==> config.mk <==
export PLATFORM = sky130hd
export DESIGN_NAME = ssm_master_ifc_driver
export DESIGN_NICKNAME = d
export VERILOG_FILES = /design/src/rtl/ssm_master_ifc_driver.sv
export SDC_FILE = /design/constraint.sdc
export NUM_CORES = 1
export LEC_CHECK = 0
export ABC_AREA = 1
export CORE_MARGIN = 2
export CORE_UTILIZATION = 40
export DETAILED_ROUTE_END_ITERATION = 7
export DONT_BUFFER_PORTS = 1
export PLACE_DENSITY = 0.65
export SYNTH_ARGS = -nofsm -noshare
export SYNTH_HDL_FRONTEND = slang
export SYNTH_SLANG_ARGS = --single-unit
export TNS_END_PERCENT = 1
==> constraint.sdc <==
create_clock -name clock_i -period 2.3 [get_ports clock_i]
set_clock_uncertainty 0.2 [all_clocks]
set_input_delay 0.23 -clock clock_i [delete_from_list [all_inputs] [get_ports clock_i]]
set_output_delay 0.23 -clock clock_i [all_outputs]
set_load 0.01 [all_outputs]
==> src/rtl/ssm_master_ifc_driver.sv <==
`default_nettype none
// +----------------------------------------------------------------------------+
// | ssm_master_ifc_driver : FIFO-buffered command issuer for a master_ifc slave |
// | Revision 1.0                                                               |
// +----------------------------------------------------------------------------+
module ssm_master_ifc_driver #(
  parameter int ADDR_W  = 1,
  parameter int DATA_W  = 1,
  parameter int FIFO_AW = 2,
  parameter int TIMEOUT = 64
) (
  input  logic              clock_i,
  input  logic              reset_n_i,
  input  logic              cmd_valid_i,
  output logic              cmd_ready_o,
  input  logic              cmd_write_i,
  input  logic [ADDR_W-1:0] cmd_address_i,
  input  logic [DATA_W-1:0] cmd_write_data_i,
  output logic              rsp_valid_o,
  input  logic              rsp_ready_i,
  output logic [DATA_W-1:0] rsp_read_data_o,
  output logic              rsp_error_o,
  output logic              rsp_timeout_o,
  output logic [ADDR_W-1:0] master_ifc_address_o,
  output logic [DATA_W-1:0] master_ifc_write_data_o,
  output logic              master_ifc_read_o,
  output logic              master_ifc_write_o,
  input  logic [DATA_W-1:0] master_ifc_read_data_i,
  input  logic              master_ifc_ready_i,
  input  logic              master_ifc_error_i,
  output logic              busy_o,
  output logic              spurious_ready_o
);

  localparam int DEPTH = 1 << FIFO_AW;
  localparam int PTR_W = FIFO_AW + 1;
  localparam int ENT_W = 1 + ADDR_W + DATA_W;
  localparam int CNT_W = (TIMEOUT > 0) ? $clog2(TIMEOUT + 1) : 1;
  localparam logic [CNT_W-1:0] CNT_LAST = CNT_W'(TIMEOUT - 1);

  typedef enum logic [1:0] {
    S_IDLE = 2'd0,
    S_REQ  = 2'd1,
    S_RSP  = 2'd2
  } state_e;

  state_e            state_q;
  logic [CNT_W-1:0]  cnt_q;
  logic [ENT_W-1:0]  mem_q [DEPTH];
  logic [PTR_W-1:0]  wr_ptr_q, wr_ptr_d;
  logic [PTR_W-1:0]  rd_ptr_q, rd_ptr_d;
  logic [ENT_W-1:0]  head;
  logic              fifo_empty, fifo_full, push, pop;

  logic              rsp_valid_q, rsp_error_q, rsp_timeout_q;
  logic [DATA_W-1:0] rsp_read_data_q;
  logic [ADDR_W-1:0] address_q;
  logic [DATA_W-1:0] write_data_q;
  logic              read_q, write_q, spurious_q;

  assign fifo_empty = (wr_ptr_q == rd_ptr_q);
  assign fifo_full  = (wr_ptr_q[FIFO_AW] != rd_ptr_q[FIFO_AW]) &&
                      (wr_ptr_q[FIFO_AW-1:0] == rd_ptr_q[FIFO_AW-1:0]);
  assign head       = mem_q[rd_ptr_q[FIFO_AW-1:0]];

  // The head leaves the FIFO exactly when the FSM launches it into REQ.
  assign pop         = !fifo_empty && ((state_q == S_IDLE) || ((state_q == S_RSP) && rsp_ready_i));
  assign cmd_ready_o = !fifo_full || pop;
  assign push        = cmd_valid_i && cmd_ready_o;
  assign wr_ptr_d    = push ? wr_ptr_q + PTR_W'(1) : wr_ptr_q;
  assign rd_ptr_d    = pop  ? rd_ptr_q + PTR_W'(1) : rd_ptr_q;

  always_ff @(posedge clock_i) begin
    if (push) begin
      mem_q[wr_ptr_q[FIFO_AW-1:0]] <= {cmd_write_i, cmd_address_i, cmd_write_data_i};
    end
  end

  always_ff @(posedge clock_i or negedge reset_n_i) begin
    if (!reset_n_i) begin
      wr_ptr_q <= '0;
      rd_ptr_q <= '0;
    end else begin
      wr_ptr_q <= wr_ptr_d;
      rd_ptr_q <= rd_ptr_d;
    end
  end

  always_ff @(posedge clock_i or negedge reset_n_i) begin
    if (!reset_n_i) begin
      state_q         <= S_IDLE;
      cnt_q           <= '0;
      rsp_valid_q     <= 1'b0;
      rsp_error_q     <= 1'b0;
      rsp_timeout_q   <= 1'b0;
      rsp_read_data_q <= '0;
      address_q       <= '0;
      write_data_q    <= '0;
      read_q          <= 1'b0;
      write_q         <= 1'b0;
      spurious_q      <= 1'b0;
    end else begin
      if (master_ifc_ready_i && (state_q != S_REQ)) begin
        spurious_q <= 1'b1;
      end
      if (pop) begin
        state_q      <= S_REQ;
        cnt_q        <= '0;
        write_q      <= head[ENT_W-1];
        read_q       <= ~head[ENT_W-1];
        address_q    <= head[ENT_W-2 -: ADDR_W];
        write_data_q <= head[DATA_W-1:0];
      end
      case (state_q)
        S_REQ: begin
          cnt_q <= cnt_q + CNT_W'(1);
          // A ready arriving on the last allowed cycle still completes normally.
          if (master_ifc_ready_i) begin
            state_q         <= S_RSP;
            read_q          <= 1'b0;
            write_q         <= 1'b0;
            rsp_valid_q     <= 1'b1;
            rsp_read_data_q <= read_q ? master_ifc_read_data_i : '0;
            rsp_error_q     <= master_ifc_error_i;
            rsp_timeout_q   <= 1'b0;
          end else if ((TIMEOUT != 0) && (cnt_q == CNT_LAST)) begin
            state_q         <= S_RSP;
            read_q          <= 1'b0;
            write_q         <= 1'b0;
            rsp_valid_q     <= 1'b1;
            rsp_read_data_q <= '0;
            rsp_error_q     <= 1'b1;
            rsp_timeout_q   <= 1'b1;
          end
        end
        S_RSP: begin
          if (rsp_ready_i) begin
            rsp_valid_q <= 1'b0;
            if (!pop) begin
              state_q <= S_IDLE;
            end
          end
        end
        default: ;
      endcase
    end
  end

  assign rsp_valid_o             = rsp_valid_q;
  assign rsp_read_data_o         = rsp_read_data_q;
  assign rsp_error_o             = rsp_error_q;
  assign rsp_timeout_o           = rsp_timeout_q;
  assign master_ifc_address_o    = address_q;
  assign master_ifc_write_data_o = write_data_q;
  assign master_ifc_read_o       = read_q;
  assign master_ifc_write_o      = write_q;
  assign busy_o                  = !fifo_empty || (state_q != S_IDLE);
  assign spurious_ready_o        = spurious_q;

endmodule
`default_nettype wire
==> reports/summary.txt <==
status -> finished, final reports clean
vias in the first global route -> 1,251
core area -> 4320 um2
pwr dens -> 1310 nW/um2
maximum vdd drop -> 0.631 mV
fillers -> 424
H-tree Lvls -> 2
layout cell share with drive strength beyond 1 -> 10.7%
antenna diode count -> 0
I/O Pins -> 21
routability cong. -> 0.796
crit start category -> register
met3 routed WL -> 191 um
Fin. Hold Viols -> 0
Sw Ratio -> 40.9%
final slew viol count -> 0
Slew headroom -> 77.5%
via count -> 1,266
wl on met1 -> 1590 um
CTS Root Cell -> clkbuf_8
placed cells -> 246
DIE WIDTH -> 71.0 um
DP Area -> 1850 um2
Worst EP required -> 2260 ps
DRT Wirelength -> 3240 um
final setup fails -> 0
crit-path cells -> ha_1 > nand2_1 > nor2_2 > nand2_1 > a21oi_4 > o22ai_1 > dlygate4sd3_1
Post-synth top flop -> dfrtp_1
Port Buf Inserts -> 0
area occupied by multi-input gates -> 706 um2
CP peak stage delay -> 570 ps
Unique masters post-synth -> 27
synthesized instance count -> 195
drt drc -> 0
GRT overflow -> 0
Initial Util -> 41.5%
Max Clk Rate -> 461 MHz
# rows -> 24
Reg clk slew, reported paths -> 80 ps
Synth area leader -> dfrtp_1
Hold Crit Class -> primary input to register
final worst path period need -> 2170 ps
setup TNS -> 0 ps
r2r setup slk -> 130 ps
largest net degree at the start of global routing -> 25
Highest Signal Layer -> met4
TritonCTS Buffers -> 5
Clk pwr share -> 20.5%
Synth Net Count -> 214
All-Layer GR Usage -> 14.5%
EDFF count, synth -> 12
P_int -> 1.62 mW
most frequent CP cell -> nand2_1
most frequent cell after synthesis -> nand2_1
fin area -> 2100 um2
Worst Path Max Fanout -> 6
final core utilization -> 48.5%
Post-synth ARST share -> 66.7%
Max Cap Violations -> 0
post-synth top area share -> 33.5%
worst path arrival time -> 2130 ps
Comb pwr share -> 39.3%
Post-synth top cells -> 53 x nand2_1, 26 x inv_1, 24 x dfrtp_1, 13 x nor2_1
Final HPWL DP -> 2280 um
first-pass GRT wire length -> 5570 um
Leak -> 0.968 nW
Die Span Y -> 71.0 um
transition time of the tightest slew-check pin -> 338 ps
area grow syn2layout -> 16.8%
nets@finish -> 232
Sequential Power Share -> 40.2%
Vias/cell -> 4.76
Syn Std Cell Area -> 1790 um2
largest cells by area after synthesis -> dfrtp_1 33%, edfxtp_1 20%, nand2_1 11%
clock sink count -> 36
Yosys Warn Count -> 0
unrepaired setup endpoints after global routing -> false
fin crit share -> 94.3%
clk buf depth -> 2
drt first pass iters -> 4
NetSw -> 1.12 mW
CTS tree -> built
initial antenna violation count -> 0
clk_lat worst skew -> 280 ps
post-route insts no fill -> 266
Iter 0 DRT Violations -> 58
CP Class -> register to register
Reg area -> 961 um2
post-synthesis sequential area ratio -> 53.6%
Critical-path top delay cell -> dlygate4sd3_1
area of the die -> 5040 um2
WL met2 -> 1420 um
Final ANT Viol Nets -> 0
syn_area_per_cell -> 9.20 um2
Synth Register Bits -> 36
Setup crit end kind -> register
DR WL/cell -> 12.2 um
## metal layers
metal | vias up | track usage (%)
li1 | 661 | -
met1 | 569 | 18.6
met2 | 32 | 23.1
met3 | 4 | 4.99
met4 | 0 | 5.03
met5 | - | 0
## power by group through the flow
stage / clock (mW) / sequential, mW / combinational (mW)
6_report: 0.560 / 1.10 / 1.08
3_5_place_dp: 0 / 1.12 / 1.03
4_1_cts: 0.577 / 1.10 / 1.09
2_1_floorplan: 0 / 1.05 / 0.880
3_3_place_gp: 0 / 1.11 / 1.01
5_1_grt: 0.598 / 1.13 / 1.25
## kinds of logic (layout without fill, tap and decap cells)
family / count (synthesis) / count (layout) / synth area share, %
xor gates and xnor gates: 4 / 4 / 2.37
adders and majority gates: 9 / 9 / 6.28
AOI/OAI and AO/OA: 28 / 28 / 9.14
and+or+nand+nor: 87 / 87 / 21.5
DFF: 36 / 36 / 53.6
buffers and inverters: 31 / 50 / 7.11
## final timing paths
| path | from | to | cells after the start |
|---|---|---|---|
| worst max-delay path | cnt_q[0] | rsp_read_data_o | 7 |
| worst min-delay path | rsp_ready_i | rsp_valid_o | 4 |
| worst max register to register | cnt_q[0] | rsp_read_data_o | 7 |
| worst min register to register | cnt_q[6] | cnt_q[6] | 2 |
| max in group asynchronous | reset_n_i | rd_ptr_q[1] | 2 |
| min in group asynchronous | reset_n_i | spurious_ready_o | 2 |
## state kept, by name, indices dropped and copies added (netlist names)
| signal | count |
|---|---|
| master_ifc_write_o | 1 |
| cnt_q | 7 |
| rsp_timeout_o | 1 |
| rsp_valid_o | 1 |
| spurious_ready_o | 1 |
| rd_ptr_q | 3 |
| master_ifc_read_o | 1 |
| rsp_read_data_o | 1 |
| mem_q | 12 |
| master_ifc_address_o | 1 |
| rsp_error_o | 1 |
| state_q | 2 |
| wr_ptr_q | 3 |
| master_ifc_write_data_o | 1 |
## area by class of cell
class | count | share of cell area, %
clock buffers | 5 | 3.28
clock inverters | 3 | 2.21
inverters | 29 | 5.31
multi-input cells | 128 | 33.7
flip-flops and latches | 36 | 45.9
well taps | 52 | 3.10
repair buffers | 13 | 6.57
## placed cells by master (no fill, tap or decap), types with 9 or more instances in the layout
cell type / count
edfxtp_1: 12
dlygate4sd3_1: 11
inv_1: 26
nand2_1: 53
dfrtp_1: 24
ha_1: 9
nor2_1: 13
nand3_1: 12
o21ai_0: 12
## worst max-delay path, delay by kind of cell (launching register included)
kind,cells,cell delay (ps)
compound gates,2,350
fa+ha+maj,1,210
buf+inv,1,570
flops,1,400
simple gates,3,310
## metrics by stage
step	hold WS [ps]	power, mW	setup slack (ps)
global route	128	2.98	5.37
global placement	-265	2.12	388
detailed placement	-265	2.15	300
floorplan	-266	1.93	490
finish	92.2	2.74	132
CTS	78.3	2.77	173
## what timing repair did
action / 4_1_cts / 5_1_grt
setup buffers: 0 / 0
gates resized for setup: 0 / 0
hold endpoints to repair: 44 / 0
hold buffers: 12 / 0
Note: power is estimated with default switching activity, not from simulation.
